**config.mk**
```make
export PLATFORM = sky130hd
export DESIGN_NAME = yuv422_lane_packer
export DESIGN_NICKNAME = d
export VERILOG_FILES = /design/src/rtl/sony_csi_pkg.sv /design/src/rtl/csi2_crc16_byte.sv /design/src/rtl/yuv422_lane_packer.sv
export SDC_FILE = /design/constraint.sdc
export NUM_CORES = 1
export LEC_CHECK = 0
export CORE_MARGIN = 4
export CORE_UTILIZATION = 30
export CTS_CLUSTER_DIAMETER = 200
export DETAILED_ROUTE_END_ITERATION = 7
export PLACE_DENSITY_LB_ADDON = 0.2
export RECOVER_POWER = 100
export SYNTH_ARGS = -nofsm -noshare
export SYNTH_HDL_FRONTEND = slang
export SYNTH_SLANG_ARGS = --single-unit
```
**constraint.sdc**
```tcl
create_clock -name clock_in -period 2.45 [get_ports clock_in]
set_input_delay 0.49 -clock clock_in [delete_from_list [all_inputs] [get_ports clock_in]]
set_output_delay 0.49 -clock clock_in [all_outputs]
set_load 0.005 [all_outputs]
```
**src/rtl/sony_csi_pkg.sv**
```systemverilog
// Shared definitions for the Sony block-camera CSI-2 front end: packer FSM states,
// default line length, lane count and payload CRC-16 constants.
package sony_csi_pkg;

   typedef enum logic [1:0] {
      IDLE,
      FRAME,
      LINE,
      CLOSE
   } state_t;

   localparam int          DEFAULT_BYTES_PER_LINE = 3840;
   localparam int          LANES                  = 4;
   // x^16+x^12+x^5+1 in bit-reflected (LSB-first) form
   localparam logic [15:0] CRC_POLY               = 16'h8408;
   localparam logic [15:0] CRC_INIT               = 16'hFFFF;

endpackage

```
**src/rtl/csi2_crc16_byte.sv**
```systemverilog
// Combinational one-byte update of the reflected CSI-2 payload CRC-16.
module csi2_crc16_byte
   import sony_csi_pkg::*;
(
   input  logic [15:0] crc_in,
   input  logic [7:0]  data_byte,
   output logic [15:0] crc_out
);

   always_comb begin
      crc_out = crc_in ^ {8'h00, data_byte};
      for (int i = 0; i < 8; i++) begin
         crc_out = crc_out[0] ? ((crc_out >> 1) ^ CRC_POLY) : (crc_out >> 1);
      end
   end

endmodule

```
**src/rtl/yuv422_lane_packer.sv**
```systemverilog
// Packs the FV/LV-framed YUV422 byte stream into 32-bit lane words with frame/line strobes.
// Define LANE_PACKER_CRC_EN to build the per-line payload CRC-16 on crc_out.
module yuv422_lane_packer
   import sony_csi_pkg::*;
#(
   parameter int BYTES_PER_LINE = DEFAULT_BYTES_PER_LINE
) (
   input  logic        clock_in,
   input  logic        reset,
   input  logic [7:0]  data_in,
   input  logic        FV,
   input  logic        LV,
   output logic [31:0] word_out,
   output logic        word_valid,
   output logic        fs_pulse,
   output logic        fe_pulse,
   output logic        ls_pulse,
   output logic        le_pulse,
   output logic [15:0] word_count,
   output logic        line_err,
   output logic [15:0] crc_out
);

   localparam logic [15:0] LINE_BYTES = 16'(BYTES_PER_LINE);
   localparam logic [1:0]  LAST_LANE  = 2'(LANES - 1);

   state_t      state, state_next;
   logic        FV_q, LV_q, FV_qq, LV_qq;
   logic [7:0]  data_q;
   logic [1:0]  lane;
   logic [23:0] acc;
   logic [15:0] byte_cnt;
   logic        capture, close, clear;
   logic        fs_next, fe_next, ls_next;

   // NOTE: every output of this block is defaulted first, so no path can infer a latch.
   always_comb begin
      state_next = state;
      capture    = 1'b0;
      close      = 1'b0;
      clear      = 1'b0;
      fs_next    = 1'b0;
      fe_next    = 1'b0;
      ls_next    = 1'b0;
      unique case (state)
         IDLE: begin
            if (FV_q && !FV_qq) begin
               fs_next    = 1'b1;
               // FV and LV rising together: keep the first byte, FRAME picks up the rest
               capture    = LV_q && !LV_qq;
               state_next = FRAME;
            end
         end
         FRAME: begin
            if (!FV_q) begin
               fe_next    = 1'b1;
               clear      = 1'b1;
               state_next = IDLE;
            end else if (LV_q) begin
               ls_next    = 1'b1;
               capture    = 1'b1;
               state_next = LINE;
            end
         end
         LINE: begin
            if (!FV_q || !LV_q) begin
               close      = 1'b1;
               state_next = CLOSE;
            end else begin
               capture    = 1'b1;
            end
         end
         CLOSE: begin
            if (!FV_q) begin
               fe_next    = 1'b1;
               state_next = IDLE;
            end else begin
               state_next = FRAME;
            end
         end
         default: state_next = IDLE;
      endcase
   end

   // NOTE: sequential state uses non-blocking assignments so every register samples pre-edge values.
   always_ff @(posedge clock_in) begin
      if (reset) begin
         state      <= IDLE;
         FV_q       <= 1'b0;
         LV_q       <= 1'b0;
         FV_qq      <= 1'b0;
         LV_qq      <= 1'b0;
         data_q     <= '0;
         lane       <= '0;
         acc        <= '0;
         byte_cnt   <= '0;
         word_out   <= '0;
         word_valid <= 1'b0;
         fs_pulse   <= 1'b0;
         fe_pulse   <= 1'b0;
         ls_pulse   <= 1'b0;
         le_pulse   <= 1'b0;
         word_count <= '0;
         line_err   <= 1'b0;
      end else begin
         FV_q       <= FV;
         LV_q       <= LV;
         FV_qq      <= FV_q;
         LV_qq      <= LV_q;
         data_q     <= data_in;
         state      <= state_next;
         fs_pulse   <= fs_next;
         fe_pulse   <= fe_next;
         ls_pulse   <= ls_next;
         le_pulse   <= close;
         word_valid <= 1'b0;

         if (fs_next) line_err <= 1'b0;

         if (capture) begin
            byte_cnt <= (byte_cnt == 16'hFFFF) ? byte_cnt : byte_cnt + 16'd1;
            lane     <= lane + 2'd1;
            if (lane == LAST_LANE) begin
               word_out   <= {data_q, acc};
               word_valid <= 1'b1;
               acc        <= '0;
            end else begin
               acc[{lane, 3'b000} +: 8] <= data_q;
            end
         end

         // Unfilled upper bytes of acc are still zero, which is exactly the pad.
         if (close) begin
            if (lane != 2'd0) begin
               word_out   <= {8'h00, acc};
               word_valid <= 1'b1;
            end
            word_count <= byte_cnt;
            if (byte_cnt != LINE_BYTES) line_err <= 1'b1;
         end

         if (close || clear) begin
            lane     <= '0;
            acc      <= '0;
            byte_cnt <= '0;
         end
      end
   end

`ifdef LANE_PACKER_CRC_EN
   logic [15:0] crc, crc_upd;

   csi2_crc16_byte u_crc (
      .crc_in    (crc),
      .data_byte (data_q),
      .crc_out   (crc_upd)
   );

   // The running CRC sits at its initial value outside a line, so it is fresh at every ls_pulse.
   always_ff @(posedge clock_in) begin
      if (reset) begin
         crc     <= CRC_INIT;
         crc_out <= '0;
      end else begin
         if (close || clear) crc <= CRC_INIT;
         else if (capture)   crc <= crc_upd;
         if (close) crc_out <= crc;
      end
   end
`else
   assign crc_out = '0;
`endif

endmodule
```
# ---- Yosys cells after proc, flatten, opt, wreduce, memory -nomap -nowiden
# Index checks and enable logic that the tools add are counted.
dict set report word_totals {
  ff_bits 110
  input_bits 12
  elab_cells 80
}
dict set report classes {
  addsub 3
  eq_ne 9
  shift 2
  muxes 30
  n_bitwise 3
  n_reduce_logical 16
}
# cell n
set ops {}
lappend ops {{32-bit two-way mux} 4}
lappend ops {{24-bit bitwise mux} 1}
lappend ops {{24-bit two-way mux} 1}
lappend ops {{8-bit by 7-bit variable shift with 24-bit output (first input constant)} 1}
lappend ops {{8-bit by 7-bit indexed part select with 24-bit output} 1}
lappend ops {{1-bit two-way mux} 18}
lappend ops {{16-bit by 1-bit adder with 16-bit output (second input constant)} 1}
lappend ops {{16-bit equality test (second input constant)} 1}
lappend ops {{16-bit by 12-bit != test with 1-bit output (second input constant)} 1}
lappend ops {{2-bit two-way mux} 4}
lappend ops {{2-bit one-hot mux with 4 select lines} 1}
lappend ops {{2-bit OR reduction} 4}
lappend ops {{5-bit negation with 7-bit output} 1}
lappend ops {{2-bit equality test (second input constant)} 3}
lappend ops {{1-bit zero test} 4}
lappend ops {{2-bit != test (second input constant)} 2}
lappend ops {{3-bit != test (second input constant)} 1}
lappend ops {{1-bit NOT} 3}
lappend ops {{1-bit one-hot mux with 3 select lines} 1}
lappend ops {{3-bit AND reduction} 1}
lappend ops {{2-bit by 1-bit adder with 2-bit output (second input constant)} 1}
lappend ops {{2-bit by 1-bit equality test with 1-bit output (second input constant)} 1}
lappend ops {{1-bit logical AND} 2}
lappend ops {{2-bit zero test} 1}
lappend ops {{other kinds (3)} 4}

# ---- Longest topological paths before layout
dict set report logic_depth {
  ltp_word 7
  depth_mapped 9
  depth_no_buf 6
}

# ---- Worst setup path after synthesis
# Ideal clock, no wire load.
dict set report synth_timing {
  path_type {register to register}
  start {register lane[0]}
  end {register acc[0]}
  setup_time_ns 0.067
  arrival_time_ns 1.927
  required_time_ns 2.383
  setup_slack_ns 0.457
  path_stages_with_launch 6
  n_path_buf 0
  period_less_slack_ns 1.993
  path_cell_list {dfxtp_1 > inv_1 > ha_1 > nor4_1 > nand3_1 > a21oi_2}
}
dict set report synth_via {
  elab_chain_len 4
  word_cells_on_any_way 6
  cone_classes {add/sub: 1; eq/ne: 1; shift: 2; mux: 2}
}
# element line_no
set synth_rtl {}
lappend synth_rtl {{from (decl)} yuv422_lane_packer.sv:30} ;# logic [1:0] lane;
lappend synth_rtl {{from (signal assigned)} yuv422_lane_packer.sv:122} ;# lane <= lane + 2'd1;
lappend synth_rtl {{5-bit negation with 7-bit output} yuv422_lane_packer.sv:128} ;# acc[{lane, 3'b000} +: 8] <= data_q;
lappend synth_rtl {{8-bit by 7-bit indexed part select with 24-bit output or 8-bit by 7-bit variable shift with 24-bit output (tied branches)} yuv422_lane_packer.sv:128}
lappend synth_rtl {{24-bit bitwise mux} yuv422_lane_packer.sv:128}
lappend synth_rtl {{24-bit two-way mux (*)} yuv422_lane_packer.sv:123} ;# if (lane == LAST_LANE) begin
lappend synth_rtl {{to (signal, indexed assignment)} yuv422_lane_packer.sv:128}
lappend synth_rtl {{to (decl)} yuv422_lane_packer.sv:31} ;# logic [23:0] acc;
# Every way passes the cells marked *; elsewhere a longest branch is shown, timed or not.
# A chain may end at the register's enable or synchronous reset.

# ---- Worst setup path after layout
dict set report layout_timing {
  start {register FV_q}
  end {register byte_cnt[12]}
}
dict set report layout_via {
  elab_chain_len 6
  word_cells_on_any_way 14
  cone_classes {mux: 8; reduce/logical: 6}
}
# element line_no
set layout_rtl {}
lappend layout_rtl {{from (decl)} yuv422_lane_packer.sv:28} ;# logic FV_q, LV_q, FV_qq, LV_qq;
lappend layout_rtl {{from (signal assigned)} yuv422_lane_packer.sv:89} ;# FV_q <= 1'b0;
lappend layout_rtl {{from (signal assigned)} yuv422_lane_packer.sv:106} ;# FV_q <= FV;
lappend layout_rtl {{1-bit zero test} n/a}
lappend layout_rtl {{1-bit logical OR} yuv422_lane_packer.sv:66} ;# if (!FV_q || !LV_q) begin
lappend layout_rtl {{1-bit two-way mux} yuv422_lane_packer.sv:66}
lappend layout_rtl {{1-bit two-way mux} yuv422_lane_packer.sv:45} ;# unique case (state)
lappend layout_rtl {{1-bit logical OR} yuv422_lane_packer.sv:142} ;# if (close || clear) begin
lappend layout_rtl {{2-bit OR reduction (no line)} n/a}
lappend layout_rtl {{to (signal assigned)} yuv422_lane_packer.sv:121} ;# byte_cnt <= (byte_cnt == 16'hFFFF) ? byte_cnt : byte_cnt + 16'd1;
lappend layout_rtl {{to (decl)} yuv422_lane_packer.sv:32} ;# logic [15:0] byte_cnt;
# Several ways; a longest one is shown, not always the timed one.

==> load_flow_metrics.sql <==
INSERT INTO impl_metrics (metric_group, metric, value, unit) VALUES
('floorplanning', 'chipHeight', '133.7', 'um'),
('sta', 'final_min_period_over_clock_period', '0.8501', ''),
('synthesis', 'synth-adder-area-share', '0.01848', ''),
('sta', 'maxSlewHeadroom', '0.3229', ''),
('synthesis', 'synth.area.mux_share', '0.01267', ''),
('sta', 'setup_violations', '0', ''),
('clock_network', 'cts.htree.levels', '3', ''),
('power_and_ir_drop', 'p_leak', '2.001', 'nW'),
('power_and_ir_drop', 'powerDensity', '602.5', 'nW/um^2'),
('global_routing', 'globalRouteTotalUtil', '0.1317', ''),
('worst_setup_path', 'r2r_cells', '5', ''),
('detailed_routing', 'postRouteAntennaNets', '0', ''),
('synthesis', 'synth_edf_count', '0', ''),
('synthesis', 'yosysSeqAreaShare', '0.4647', ''),
('sta', 'holdWs', '0.4525', 'ns'),
('sta', 'setup_repair_after_global_routing_missed_its_margin', 'false', ''),
('synthesis', 'post_synth.cell_area_avg', '8.662', 'sq um'),
('global_routing', 'total_gr_overflow', '0', ''),
('detailed_routing', 'dr.pass1.iters', '7', ''),
('finish', 'drive_gt1_frac', '0.09516', ''),
('worst_setup_path', 'worst_ep_arrival_time', '2.37', 'ns'),
('detailed_routing', 'route.detailed.drc', '0', ''),
('synthesis', 'syn_area', '4738', 'sq um'),
('sta', 'slew_at_the_pin_closest_to_its_max_slew_limit', '1.016', 'ns'),
('synthesis', 'synth_xor_area_frac', '0.001848', ''),
('global_routing', 'grt_pass1_vias', '3864', ''),
('min_path', 'min_to', 'word_out[24]', ''),
('worst_setup_path', 'crit-reg2reg-capture', 'byte_cnt[12]', ''),
('clock_network', 'clkSlewWorstSetupHoldPaths', '0.07', 'ns'),
('finish', 'area_growth_syn_to_layout', '20.83', '%'),
('floorplanning', 'io_pins', '82', ''),
('worst_setup_path', 'timing.rr.start', 'FV_q', ''),
('worst_setup_path', 'critical_path_required', '2.74', 'ns'),
('sta', 'clock-skew-final', '0.005215', 'ns'),
('floorplanning', 'start_util', '0.3094', ''),
('clock_network', 'cts_inserted_buffers', '9', ''),
('clock_network', 'cts.hold.buffers_added', '0', ''),
('placed_design', 'globalplace.congestion', '0.7904', ''),
('synthesis', 'synth-main-ff-cell', 'sky130_fd_sc_hd__dfxtp_1', ''),
('min_path', 'timing.hold.worst.class', 'reg -> reg', ''),
('detailed_routing', 'wl', '11480', 'um'),
('power_and_ir_drop', 'power.ir.vdd_worst', '0.3113', 'mV'),
('floorplanning', 'dieWidth', '133.7', 'um'),
('detailed_routing', 'drt_first_iter_violations', '201', ''),
('floorplanning', 'row_count', '45', ''),
('clock_network', 'clock_sink_count', '110', ''),
('min_path', 'hold-path-cell-count', '2', ''),
('synthesis', 'synth_compound_gate_area_share', '0.2044', ''),
('synthesis', 'ys.warnings.count', '0', ''),
('clock_network', 'post_cts_resized', '0', ''),
('sta', 'timing_max_transition_violations_final', '0', ''),
('worst_setup_path', 'cp_max_fo', '25', ''),
('synthesis', 'synth-seq-cells', '110', ''),
('synthesis', 'postSynthCellCount', '547', ''),
('finish', 'num-nets-final', '613', ''),
('worst_setup_path', 'timing.reg2reg.setup_slack', '0.37', 'ns'),
('worst_setup_path', 'start_kind', 'register', ''),
('synthesis', 'synth-async-reset-ratio', '0', ''),
('clock_network', 'clk_path_buf_depth', '2', ''),
('clock_network', 'cts_tree', 'built', ''),
('outcome', 'status', 'finished, final reports clean', ''),
('floorplanning', 'core_area', '15310', 'sq um'),
('finish', 'antennaDiodeCount', '0', ''),
('worst_setup_path', 'setup.worst_path.class', 'reg -> reg', ''),
('floorplanning', 'floorplan.die_area', '17870', 'sq um'),
('synthesis', 'synthSimpleGateAreaFrac', '0.2194', ''),
('detailed_routing', 'dr_vias_cell', '4.758', ''),
('detailed_routing', 'detailroute.via_count', '3854', ''),
('placed_design', 'buffer_ports.inserted', '65', ''),
('synthesis', 'synth_top_family_by_area', 'simple AND/OR/NAND/NOR gates', ''),
('clock_network', 'clock-root-buffer', 'sky130_fd_sc_hd__clkbuf_16', '');
## state kept, by name (all words and copies together) (netlist names), named ones only
name / count
byte_cnt: 16
LV_qq: 1
ls_pulse: 1
line_err: 1
lane: 2
acc: 24
word_valid: 1
fs_pulse: 1
fe_pulse: 1
word_out: 32
state: 1
data_q: 8
FV_qq: 1
le_pulse: 1
LV_q: 1
word_count: 16
FV_q: 1
## worst max-delay path, delay by kind of cell (launching register included)
family          cells  cell delay (ns)
buf+inv             1             0.33
flops               1             0.48
compound gates      2             0.31
simple gates        2             0.89
## stage by stage
stage	setup WS [ns]	cells	utilization	cell area (sq um)	power [mW]
floorplan	0.4567	562	-	4795	1.970
global placement	0.5202	794	0.3583	5488	1.997
detailed placement	0.4719	794	0.3583	5488	1.999
CTS	0.4598	810	0.3784	5796	3.509
global route	0.1622	810	0.3739	5725	3.588
finish	0.3673	810	0.3739	5725	3.449
## cells in the mapped netlist (8+ instances only)
cell	count	area (sq um)
sky130_fd_sc_hd__buf_2	9	45.04
sky130_fd_sc_hd__nand2_1	67	251.5
sky130_fd_sc_hd__nand3_1	36	180.2
sky130_fd_sc_hd__nor2b_1	12	75.07
sky130_fd_sc_hd__buf_4	17	127.6
sky130_fd_sc_hd__o21ai_0	52	260.3
sky130_fd_sc_hd__a21oi_2	29	254.0
sky130_fd_sc_hd__nor2_1	13	48.80
sky130_fd_sc_hd__nor4_1	8	50.05
sky130_fd_sc_hd__clkbuf_1	25	93.84
sky130_fd_sc_hd__a21oi_1	58	290.3
sky130_fd_sc_hd__dfxtp_1	110	2202
sky130_fd_sc_hd__or4_1	9	67.56
sky130_fd_sc_hd__nand4_1	23	143.9
sky130_fd_sc_hd__o31ai_1	9	67.56
## power by group
part	internal, mW	leakage [nW]	switching [mW]
clock	0.807	0.144	0.693
sequential	1.80	0.889	0.0205
combinational	0.0450	0.968	0.0828
## layout make-up
cell class | count | area (sq um)
fillers | 1595 | 9589
flip-flops and latches | 110 | 2202
multi-input cells | 386 | 2180
repair buffers | 80 | 745.7
well taps | 211 | 264.0
clock buffers | 9 | 225.2
clock inverters | 7 | 82.58
inverters | 7 | 26.28
## how the worst max path moves through the flow
stage                        start            to  slack, ns  cells after the start
final                         FV_q  byte_cnt[12]       0.37                      5
after global routing      register  byte_cnt[11]       0.16                      5
after CTS                 register        acc[6]       0.46                      5
after detailed placement  register       acc[11]       0.47                      5
after global placement     lane[0]        acc[5]       0.52                      5
after floorplan            lane[0]        acc[0]       0.46                      5
## cell families after synthesis
family          Yosys count
xor+xnor                  1
fa+ha+maj                 7
simple gates            200
buf+inv                  66
flops                   110
other cells               1
compound gates          156
mux                       6
## layer usage
| metal | vias to the layer above | routed length, um | global-route usage |
|---|---|---|---|
| li1 | 1994 | - | - |
| met1 | 1775 | 5647 | 0.1806 |
| met2 | 75 | 4912 | 0.1981 |
| met3 | 10 | 767 | 0.04116 |
| met4 | 0 | 156 | 0.04114 |
| met5 | - | 0 | 0 |
## placed cells by master (no fill, tap or decap), drive strengths merged, types with 8 or more instances in the layout
cell,instances
o21ai,52
nand4,23
clkdlybuf4s50,10
nor4,8
dlygate4sd3,54
inv,9
buf,11
clkbuf,14
or4,9
a21oi,87
nor2b,12
nand3,36
nor2,14
conb,16
dfxtp,110
o31ai,9
nand2,68
(Power assumes the default switching activity.)
